`config.mk`:
```
export PLATFORM = sky130hd
export DESIGN_NAME = fetch_unit
export DESIGN_NICKNAME = d
export VERILOG_FILES = /design/src/rtl/fetch_unit_pkg.sv /design/src/rtl/fetch_fifo.sv /design/src/rtl/fetch_unit.sv
export SDC_FILE = /design/constraint.sdc
export NUM_CORES = 1
export LEC_CHECK = 0
export CORE_UTILIZATION = 30
export DETAILED_ROUTE_END_ITERATION = 6
export PLACE_DENSITY = 0.61
export SLEW_MARGIN = 25
export SYNTH_ARGS = -nofsm -noshare
export SYNTH_HDL_FRONTEND = slang
export SYNTH_SLANG_ARGS = --single-unit
```
`constraint.sdc`:
```
create_clock -name clk -period 3.3 [get_ports clk]
set_input_delay 0.33 -clock clk [delete_from_list [all_inputs] [get_ports clk]]
set_output_delay 0.33 -clock clk [all_outputs]
set_load 0.02 [all_outputs]
```
`src/rtl/fetch_unit_pkg.sv`:
```
// rtl/fetch_unit_pkg.sv - default widths, depth and reset PC for the fetch stage
package fetch_unit_pkg;

    localparam int DEFAULT_INSTRUCTION_WIDTH = 24;
    localparam int DEFAULT_PC_WIDTH          = 12;
    localparam int DEFAULT_FIFO_DEPTH        = 2;
    localparam int DEFAULT_RESET_PC          = 0;

    // Bits needed to hold a count from 0 up to and including depth.
    function automatic int count_width(input int depth);
        return $clog2(depth + 1);
    endfunction

endpackage

```
`src/rtl/fetch_fifo.sv`:
```
// rtl/fetch_fifo.sv - small in-order shift FIFO with sync clear and registered head
module fetch_fifo
    import fetch_unit_pkg::*;
#(
    parameter int WIDTH = 8,
    parameter int DEPTH = 2,
    localparam int CW = count_width(DEPTH)
) (
    input  logic             clk,
    input  logic             reset,
    input  logic             clear_i,
    input  logic             push_i,
    input  logic [WIDTH-1:0] push_data_i,
    input  logic             pop_i,
    output logic [CW-1:0]    count_o,
    output logic             head_valid_o,
    output logic [WIDTH-1:0] head_data_o
);

    logic [WIDTH-1:0] mem_q [DEPTH];
    logic [WIDTH-1:0] mem_d [DEPTH];
    logic [CW-1:0]    count_q, count_d;
    logic [CW-1:0]    wr_idx;
    logic             do_pop, do_push;

    assign do_pop  = pop_i && (count_q != '0);
    assign do_push = push_i && (do_pop || (int'(count_q) < DEPTH));
    assign wr_idx  = do_pop ? count_q - CW'(1) : count_q;

    // Entry 0 is always the head, so the head outputs come straight from flops.
    always_comb begin
        mem_d   = mem_q;
        count_d = count_q;
        if (clear_i) begin
            count_d = '0;
            for (int i = 0; i < DEPTH; i++) mem_d[i] = '0;
        end else begin
            if (do_pop) begin
                for (int i = 0; i < DEPTH - 1; i++) mem_d[i] = mem_q[i + 1];
                count_d = count_q - CW'(1);
            end
            if (do_push) begin
                for (int i = 0; i < DEPTH; i++) begin
                    if (wr_idx == CW'(i)) mem_d[i] = push_data_i;
                end
                count_d = count_d + CW'(1);
            end
        end
    end

    always_ff @(posedge clk) begin
        if (reset) begin
            count_q <= '0;
            for (int i = 0; i < DEPTH; i++) mem_q[i] <= '0;
        end else begin
            count_q <= count_d;
            mem_q   <= mem_d;
        end
    end

    assign count_o      = count_q;
    assign head_valid_o = (count_q != '0);
    assign head_data_o  = mem_q[0];

endmodule

```
`src/rtl/fetch_unit.sv`:
```
// rtl/fetch_unit.sv - PC, credit-limited imem requests and flushable instruction buffer
module fetch_unit
    import fetch_unit_pkg::*;
#(
    parameter int INSTRUCTION_WIDTH = DEFAULT_INSTRUCTION_WIDTH,
    parameter int PC_WIDTH          = DEFAULT_PC_WIDTH,
    parameter int FIFO_DEPTH        = DEFAULT_FIFO_DEPTH,
    parameter logic [PC_WIDTH-1:0] RESET_PC = PC_WIDTH'(DEFAULT_RESET_PC)
) (
    input  logic                         clk,
    input  logic                         reset,
    output logic                         imem_req_valid,
    input  logic                         imem_req_ready,
    output logic [PC_WIDTH-1:0]          imem_req_addr,
    input  logic                         imem_resp_valid,
    input  logic [INSTRUCTION_WIDTH-1:0] imem_resp_data,
    output logic                         inst_valid,
    input  logic                         inst_ready,
    output logic [INSTRUCTION_WIDTH-1:0] inst_data,
    output logic [PC_WIDTH-1:0]          inst_pc,
    input  logic                         redirect_valid,
    input  logic [PC_WIDTH-1:0]          redirect_pc
);

    localparam int CW = count_width(FIFO_DEPTH);
    localparam int SW = CW + 2;
    localparam int EW = INSTRUCTION_WIDTH + PC_WIDTH;

    logic [PC_WIDTH-1:0] pc_q, pc_d;
    logic [CW-1:0]       outstanding_q, outstanding_d;
    logic [CW-1:0]       discard_q, discard_d;
    logic [CW-1:0]       occupancy, tag_count;
    logic [SW-1:0]       committed;
    logic                req_fire, resp_owed, resp_live, inst_push, inst_pop;
    logic                tag_valid;
    logic [PC_WIDTH-1:0] tag_pc;
    logic [EW-1:0]       inst_entry;

    // Every slot already promised (buffered, in flight, or owed from a flushed path)
    // counts against the buffer, so a returning word always has room.
    assign committed      = SW'(occupancy) + SW'(outstanding_q) + SW'(discard_q);
    assign imem_req_valid = !reset && !redirect_valid && (committed < SW'(FIFO_DEPTH));
    assign imem_req_addr  = pc_q;
    assign req_fire       = imem_req_valid && imem_req_ready;
    assign resp_owed      = imem_resp_valid && (discard_q != '0);
    assign resp_live      = imem_resp_valid && (discard_q == '0);
    assign inst_push      = resp_live && !redirect_valid;
    assign inst_pop       = inst_valid && inst_ready;
    assign inst_data      = inst_entry[EW-1:PC_WIDTH];
    assign inst_pc        = inst_entry[PC_WIDTH-1:0];

    fetch_fifo #(.WIDTH(PC_WIDTH), .DEPTH(FIFO_DEPTH)) u_tag_fifo (
        .clk          (clk),
        .reset        (reset),
        .clear_i      (redirect_valid),
        .push_i       (req_fire),
        .push_data_i  (pc_q),
        .pop_i        (resp_live),
        .count_o      (tag_count),
        .head_valid_o (tag_valid),
        .head_data_o  (tag_pc)
    );

    fetch_fifo #(.WIDTH(EW), .DEPTH(FIFO_DEPTH)) u_inst_fifo (
        .clk          (clk),
        .reset        (reset),
        .clear_i      (redirect_valid),
        .push_i       (inst_push),
        .push_data_i  ({imem_resp_data, tag_pc}),
        .pop_i        (inst_pop),
        .count_o      (occupancy),
        .head_valid_o (inst_valid),
        .head_data_o  (inst_entry)
    );

    always_comb begin
        pc_d = pc_q;
        if (redirect_valid)
            pc_d = redirect_pc;
        else if (req_fire)
            pc_d = pc_q + PC_WIDTH'(1);
    end

    // On a flush, everything still owed by memory (including any word arriving this
    // very cycle) is reclassified as owed-to-discard.
    always_comb begin
        outstanding_d = outstanding_q;
        discard_d     = discard_q;
        if (redirect_valid) begin
            outstanding_d = '0;
            discard_d     = discard_q + outstanding_q + CW'(req_fire) - CW'(imem_resp_valid);
        end else begin
            outstanding_d = outstanding_q + CW'(req_fire) - CW'(resp_live);
            discard_d     = discard_q - CW'(resp_owed);
        end
    end

    always_ff @(posedge clk) begin
        if (reset) begin
            pc_q          <= RESET_PC;
            outstanding_q <= '0;
            discard_q     <= '0;
        end else begin
            pc_q          <= pc_d;
            outstanding_q <= outstanding_d;
            discard_q     <= discard_d;
        end
    end

`ifndef SYNTHESIS
    a_credit: assert property (@(posedge clk) disable iff (reset)
        committed <= SW'(FIFO_DEPTH))
        else $error("fetch_unit: committed slots exceed buffer depth");
    a_resp_owed: assert property (@(posedge clk) disable iff (reset)
        imem_resp_valid |-> (outstanding_q != '0 || discard_q != '0))
        else $error("fetch_unit: response with nothing outstanding");
    a_tags: assert property (@(posedge clk) disable iff (reset)
        (tag_count == outstanding_q) && (!resp_live || tag_valid))
        else $error("fetch_unit: request tag queue out of step");
`endif

endmodule

```
==> reports/metrics.cfg <==
[timing]
min_period_over_period_pct=93.1
timing.fmax_mhz=326
slew_headroom_pct=44.9
tightest_slew_ns=0.826
tns_ns=0
rsz0062_at_grt=no
setup_viol=0
hold_viol_final=0
period_needed_ns=3.07
skew_ns=0.00808
slew_violations=0

[clocking]
clkLatencyLatePin_ns=0.41
clk_path_buf_depth=2
htreeDepth=4
cts.sinks=116
numCtsBuffers=17
cts_resized=0
cts-hold-fix-buffers=0
cts-root-buf=clkbuf_16
post_cts_buffers=0
clk_pin_slew_ns=0.05
cts_tree=done

[finish]
design_area_mm2=0.00698
insertedDiodeCount=0
syn_to_final_growth_pct=25.0
fin_cells=937
fin_util_pct=38.6
nets=753
drive_above_1_share_pct=10.3

[power_and_ir_drop]
vdd_drop_max_mv=0.319
power_w=0.00390
p_leak_nw=2.52
powerDensity_mw_per_mm2=558

[setup_path]
crit_path_max_fanout=6
crit_type=reg2out
critPathLaunchType=flop
cp.arrival_ns=2.74
required_ns=2.97
worstSetupEndpointType=primary output

[synthesis]
ys_ff_latch=116
ys_warn_count=0
ys_top_cells_by_area=dfxtp_1 42%, nand2_1 10%, a311oi_1 5.8%
ys.flop_type=dfxtp_1
async_flop_share_pct=0
synth_top_area_share_pct=41.6
yosysTopAreaCell=dfxtp_1
avgSynthCellArea_um2=8.56
syn_nets=711
syn_inst=653
ys_seq_area_share_pct=41.6
ys_types=59
netlist_area_mm2=0.00559
synth_edf_count=0

[flow_run]
maxCapViolations=0

[die]
die_w_um=138
core_mm2=0.0181
num_rows=49
die_h_um=138
initial_core_util_pct=30.9
io-pin-count=92
die_area_mm2=0.0192

[worst_hold_path]
hold_path.class=reg2reg

[route]
num_vias=4506
viasPerCell=4.81
routedWlPerCell_um=14.0
routed_wl_mm=13.1
drt_drc_violations_left=18
drtAntennaViolNets=0
drt_iter0_drc=272
drtPass1Iterations=7

[grt]
grt_max_degree=72
overflow=0
grt.total_usage_pct=14.2
antenna_found_initial=0
grt_pass1_vias=4229
grt_pass1_wl_mm=21.7

[place]
portBuffers=91
dp_hpwl_mm=8.66
place_area_mm2=0.00640
post-place-cells=904
gp_congestion=0.764

[outcome]
status=complete, but fails checks
violations=design-rule violations

==> cell usage in the layout (no fill, tap or decap), types with 14 or more instances in the layout <==
master / n
ha_1: 14
clkbuf_16: 17
mux2i_1: 24
a311oi_1: 37
nand2_1: 156
dfxtp_1: 116
nor2_1: 67
a21oi_1: 44
clkdlybuf4s50_1: 91
inv_1: 16
==> path summary, 6_finish.rpt <==
kind,start,end,slack (ns),depth (start not counted)
setup / recovery,u_inst_fifo.count_o[1],imem_req_valid,0.23,6
hold / removal,u_inst_fifo.mem_q[10],u_inst_fifo.mem_q[10],0.45,2
setup reg to reg,u_inst_fifo.count_o[1],discard_q[1],0.36,11
hold reg to reg,u_inst_fifo.mem_q[10],u_inst_fifo.mem_q[10],0.45,2
==> flip-flops by register name, indices dropped and copies added, names as in the netlist <==
name                     flops
u_tag_fifo.head_data_o      12
outstanding_q                2
u_inst_fifo.mem_q           36
u_inst_fifo.count_o          2
imem_req_addr               12
u_inst_fifo.head_data_o     36
discard_q                    2
u_tag_fifo.mem_q            12
u_tag_fifo.count_o           2
==> critical path, stage by stage (launching register included) <==
cell	delay [ns]
dfxtp_1	0.32
inv_1	0.14
fa_1	0.51
inv_1	0.04
ha_1	0.33
nor4b_2	0.32
clkdlybuf4s50_1	0.67
==> cell type report <==
class | instances | area (um^2)
repair buffers | 105 | 1040
inverters | 17 | 63.8
well taps | 229 | 287
multi-input cells | 438 | 2730
clock inverters | 10 | 82.6
clock buffers | 22 | 464
flip-flops and latches | 116 | 2320
fillers | 1835 | 11100
==> synth_stat cells (2+ instances only) <==
cell	number
buf_4	38
ha_1	14
nor3_1	4
buf_2	14
and4_1	2
and2_1	2
a211oi_2	12
o211ai_1	2
dfxtp_1	116
and3_1	2
buf_1	3
mux2_2	4
fa_1	2
o311ai_0	2
a211oi_1	3
clkbuf_1	21
o21a_1	2
buf_6	5
a311oi_1	37
or3_1	3
xor2_1	3
nor2_1	67
mux2i_1	24
o2111ai_4	2
nand4_1	2
o2111ai_2	2
a31oi_1	5
xnor2_1	5
a21oi_1	44
nand3_1	7
inv_1	16
o21ai_0	6
nand2_1	156
==> stage by stage <==
step | hold WS (ns) | setup slack [ns]
after floorplan | 0.437 | 0.436
after global placement | 0.442 | 0.422
after detailed placement | 0.447 | 0.348
after CTS | 0.454 | 0.0326
after global routing | 0.466 | 0.0962
final | 0.453 | 0.229
==> metal layers <==
layer  track usage, %  wire (um)
met5                0          0
met4             4.97        163
met3             4.19        647
met2             21.9       5920
met1             18.9       6400
==> power by group <==
group	total [W]	internal, W	switching [W]
sequential	0.00152	0.00146	0.0000577
clock	0.00169	0.00106	0.000629
combinational	0.000687	0.000287	0.000401
==> logic make-up after synthesis <==
logic type | count (synthesis) | synth area share [%]
compound gates | 125 | 17.4
mux | 28 | 5.11
fa+ha+maj | 16 | 3.85
flops | 116 | 41.6
buf+inv | 99 | 10.4
xor+xnor | 8 | 1.25
simple gates | 261 | 20.4
(Power assumes the default switching activity.)
==> edit 1, RTL diff (same settings) <==
Change the package constant `DEFAULT_FIFO_DEPTH` from 2 to 1.
--- a/src/rtl/fetch_unit_pkg.sv
+++ b/src/rtl/fetch_unit_pkg.sv
@@ -3,7 +3,7 @@
 
     localparam int DEFAULT_INSTRUCTION_WIDTH = 24;
     localparam int DEFAULT_PC_WIDTH          = 12;
-    localparam int DEFAULT_FIFO_DEPTH        = 2;
+    localparam int DEFAULT_FIFO_DEPTH        = 1;
     localparam int DEFAULT_RESET_PC          = 0;
 
     // Bits needed to hold a count from 0 up to and including depth.
Behaviour: not the same (a bounded check fails within 4 cycles, from zero or initial values and one cycle with reset high).
==> edit 1 against the original RTL <==
  * Register-to-register slack better by 0.40 ns
  * Worst setup slack better by 0.53 ns
  * First-iteration DRC count is 83% lower
  * Synthesized area is 52% lower
  * Combinational power is 58% lower
  * Power is 55% lower
  * Cell area is 44% lower
  * Sequential cell count is 52 lower
  * Global-route usage is 0.39 points higher
  * Worst hold slack better by 0.041 ns
  * Die area is 52% lower
  * Wire length is 52% lower
  * Utilization is 7.7 points higher
  * Maximum frequency is 21% higher
  * Critical endpoint is now u_tag_fifo.head_data_o[4]
  * Highest routed layer unchanged
==> edit 1: results (changes against the original RTL) <==
Vias/cell 4.504 (was 4.809); status finished clean (was finished, violations left); Pleak 1.408 nW (was 2.522 nW); Switching Share 0.2526 (was 0.2788); GRT Util Overall 0.1462 (was 0.1423); Pre-antenna DRT Iters 4 (was 7); Worst Path Buf+Inv 1 (was 3); CP delay by family, top adder cells (was buffers and inverters); H-tree levels 3 (was 4); Worst Path Max Fanout 12 (was 6); Worst-Margin Slew 0.7660 ns (was 0.8262 ns); fin nets 405 (was 753); CTS buffer count 9 (was 17); First DRT Iteration DRCs 46 (was 272); VDD IR max 0.2475 mV (was 0.3188 mV); CTS root buf clkbuf_8 (was clkbuf_16); Slowest cell on crit path ha_1 (was clkdlybuf4s50_1); clk_lat worst skew 0.33 ns (was 0.41 ns); Area contributors post-synth dfxtp_1 (48%), mux2i_1 (20%), nor2_1 (7.9%), xnor2_1 (4.0%), ha_1 (2.4%) (was dfxtp_1 (42%), nand2_1 (10%), a311oi_1 (5.8%), buf_4 (5.1%), nor2_1 (4.5%)); Cell variety after synth 36 (was 59); clk slew on worst S/H paths 0.07 ns (was 0.05 ns); mean area per synthesized cell 10.06 µm² (was 8.555 µm²); number of global-route vias before repair 2069 (was 4229); register area share after synthesis 0.4823 (was 0.4157); fraction of layout cells with a size suffix above 1 0.08587 (was 0.1031); HPWL Detailed 4.399 mm (was 8.662 mm)
[edit 1: cell count changes in the layout (fill, tap and decap cells not counted), moves of 7 or more]
cell	unedited run	this run
a211oi_2	12	0
a21oi_1	44	8
a311oi_1	37	0
buf_4	13	5
clkbuf_16	17	0
clkbuf_8	2	10
dfxtp_1	116	64
ha_1	14	4
mux2i_1	24	52
nand2_1	156	3
nor2_1	67	56
xnor2_1	5	12
[edit 1: worst paths after layout]
| check | from | to | slack (ns) |
|---|---|---|---|
| worst max register to register | outstanding_q | u_tag_fifo.head_data_o[4] | 0.76 |
| worst max-delay path | outstanding_q | u_tag_fifo.head_data_o[4] | 0.76 |
| worst min-delay path | u_inst_fifo.head_data_o[35] | u_inst_fifo.head_data_o[35] | 0.49 |
| worst min register to register | u_inst_fifo.head_data_o[35] | u_inst_fifo.head_data_o[35] | 0.49 |
[edit 1: worst register-to-register path, stage by stage, from the launching register on]
cell and delay (ns):
dfxtp_1 0.40, fa_1 0.50, nor3b_2 0.21, buf_4 0.18, and3_1 0.16, ha_1 0.65, mux2i_1 0.27, nor2_1 0.06
[edit 1: per-stage QoR]
stage	worst slack, ns	instance area, µm²	power (mW)	util	instances
global placement	0.7476	3692	1.133	0.4405	451
detailed placement	0.7555	3692	1.134	0.4405	451
floorplan	0.7012	2656	1.003	-	264
finish	0.7598	3879	1.762	0.4628	466
global route	0.5640	3879	1.858	0.4628	466
CTS	0.7519	3879	1.794	0.4628	466
[edit 1: area by class of cell]
type | count | area [µm²] | area share
clock buffer | 11 | 141.4 | 0.03645
clock inverter | 4 | 45.04 | 0.01161
inverter | 11 | 41.29 | 0.01065
multi-input combinational | 174 | 1270 | 0.3274
sequential | 64 | 1281 | 0.3303
tap | 105 | 131.4 | 0.03387
timing repair buffer | 97 | 968.4 | 0.2497
[edit 1: logic make-up (layout without fill, tap and decap cells)]
group	Yosys count	in the layout	synth area share
muxes	53	53	0.2002
AOI/OAI and AO/OA	19	19	0.04475
buffers and inverters	26	123	0.04051
DFF	64	64	0.4823
and+or+nand+nor	83	83	0.1583
adders and majority gates	6	6	0.03109
xor gates and xnor gates	13	13	0.04286
[edit 1: power groups by stage]
stage          clock, mW  combinational (mW)  sequential (mW)
2_1_floorplan          0               0.144            0.859
3_3_place_gp           0               0.288            0.845
3_5_place_dp           0               0.289            0.845
4_1_cts            0.674               0.292            0.828
5_1_grt            0.713               0.314            0.831
6_report           0.647               0.289            0.827
[edit 1: per-layer routing]
| metal | vias up | share of wire | global-route usage |
|---|---|---|---|
| met3 | 5 | 0.098 | 0.06477 |
| li1 | 1066 | - | - |
| met1 | 952 | 0.45 | 0.1763 |
| met2 | 76 | 0.44 | 0.2364 |
| met4 | 0 | 0.0098 | 0.03731 |
| met5 | - | 0 | 0 |
==> edit 2, RTL diff (config.mk and constraints unchanged) <==
Made on the original files. Take the reset off `outstanding_q` and load it in a clocked block of its own.
--- a/src/rtl/fetch_unit.sv
+++ b/src/rtl/fetch_unit.sv
@@ -98,13 +98,15 @@
     always_ff @(posedge clk) begin
         if (reset) begin
             pc_q          <= RESET_PC;
-            outstanding_q <= '0;
             discard_q     <= '0;
         end else begin
             pc_q          <= pc_d;
-            outstanding_q <= outstanding_d;
             discard_q     <= discard_d;
         end
+    end
+
+    always_ff @(posedge clk) begin
+        outstanding_q <= outstanding_d;
     end
 
 `ifndef SYNTHESIS
Formal check against the unedited RTL: not equivalent (a bounded check fails within 4 cycles, from zero or initial values and one cycle with reset high).
==> edit 2 against the original RTL <==
  * Synthesized area is essentially flat
  * Worst setup slack gained 0.0092 ns
  * Power grew 21%
  * Worst hold slack lost 0.00073 ns
  * Global-route usage shrank 0.33 points
  * Synthesized cell count is the same
  * Sequential cell count is the same
  * Non-clock buffer count is the same
  * Die area is essentially flat
  * Via count shrank 0.36%
  * Wire length shrank 1.3%
  * The run still ends with design-rule violations left
  * Cell area grew 1.6%
  * Highest routed layer unchanged
==> edit 2: results (changes against the original RTL) <==
Cell variety after synth 60 (was 59); R2R Setup Slk 0.44 ns (was 0.36 ns); XOR/XNOR Fraction of Synth Area 0.01255 (was 0.01254); Adder-Cell Fraction of Synth Area 0.03855 (was 0.03852); multiplexer share of the synthesized area 0.05110 (was 0.05106); routed length per instance 13.84 µm (was 14.02 µm); metal1 wirelength 6.596 mm (was 6.403 mm); critical path data arrival time 2.73 ns (was 2.74 ns); GRT Util Overall 0.1390 (was 0.1423); Pint 3.345 mW (was 2.812 mW); M3 GR Usage 0.03637 (was 0.04191); Worst Path Max Fanout 6 (unchanged); Synth Area in Compound Gates 0.1753 (was 0.1745); status finished, violations left (unchanged); dpl cell area 6414 µm² (was 6404 µm²); Vias/cell 4.792 (was 4.809); # port buffers 91 (unchanged); global-route wire length before repair 21.23 mm (was 21.70 mm); Pleak 2.576 nW (was 2.522 nW); failing checks design-rule violations (unchanged); Placement Setup Slack 0.4085 ns (was 0.3483 ns); met3 WL post-DR 579 µm (was 647 µm); Worst slew margin 0.4527 (was 0.4492); met2 usage 0.2076 (was 0.2188); First DRT Iteration DRCs 240 (was 272); fraction of registers with async set/reset 0 (unchanged); DRC Markers 16 (was 18); register area share after synthesis 0.4160 (was 0.4157); hold path start u_inst_fifo.mem_q[26] (was u_inst_fifo.mem_q[10]); hold worst-path end u_inst_fifo.mem_q[26] (was u_inst_fifo.mem_q[10]); number of global-route vias before repair 4110 (was 4229); WHS 0.4518 ns (was 0.4525 ns); largest net degree at the start of global routing 73 (was 72); Pre-antenna DRT Iters 7 (unchanged); via count 4490 (was 4506); Area contributors post-synth dfxtp_1 (42%), nand2_1 (10%), a311oi_1 (5.8%), buf_4 (5.2%), nor2_1 (4.5%) (was dfxtp_1 (42%), nand2_1 (10%), a311oi_1 (5.8%), buf_4 (5.1%), nor2_1 (4.5%)); Worst R2R Path Depth 11 (unchanged); FILL cells 1820 (was 1835); met1 Use GR 0.1899 (was 0.1889); mean area per synthesized cell 8.550 µm² (was 8.555 µm²); Worst Skew 0.008516 ns (was 0.008077 ns); final worst slack 0.2380 ns (was 0.2288 ns); CP Capture Point imem_req_valid (unchanged); met2 routed WL 5.665 mm (was 5.919 mm); VDD IR max 0.3468 mV (was 0.3188 mV); fraction of layout cells with a size suffix above 1 0.1031 (unchanged); routability cong. 0.8097 (was 0.7644); top cells by count, synth nand2_1 (156), dfxtp_1 (116), nor2_1 (67) (unchanged); HPWL Detailed 8.303 mm (was 8.662 mm)
==> edit 2: changes by cell type after synthesis, sizes merged <==
cell,delta
and4bb,+1
nor4bb,-1
buf,-8
and2,-1
nor2b,+1
clkbuf,+8
==> edit 2: area by class of cell <==
type                            count  area (µm²)  area share
Clock inverter                      9       173.9     0.02452
Timing Repair Buffer              105        1049      0.1478
Tap cell                          229       286.5     0.04040
Sequential cell                   116        2322      0.3274
Inverter                           17       63.81    0.008996
Clock buffer                       23       478.0     0.06738
Multi-Input combinational cell    438        2720      0.3835
==> edit 2: power groups by stage <==
stage	Clock (mW)	Sequential (mW)	Combinational, mW
after detailed placement	0	1.61	1.09
final	2.04	1.58	1.09
after global placement	0	1.61	1.08
after global routing	2.15	1.60	1.21
after floorplan	0	1.60	0.786
after CTS	2.08	1.58	1.09
==> edit 2: worst max-delay path, stage by stage (launching register included) <==
cell and delay, ns:
dfxtp_1 0.32, inv_1 0.15, fa_1 0.52, inv_1 0.04, ha_1 0.30, nor4b_1 0.33
clkdlybuf4s50_1 0.66
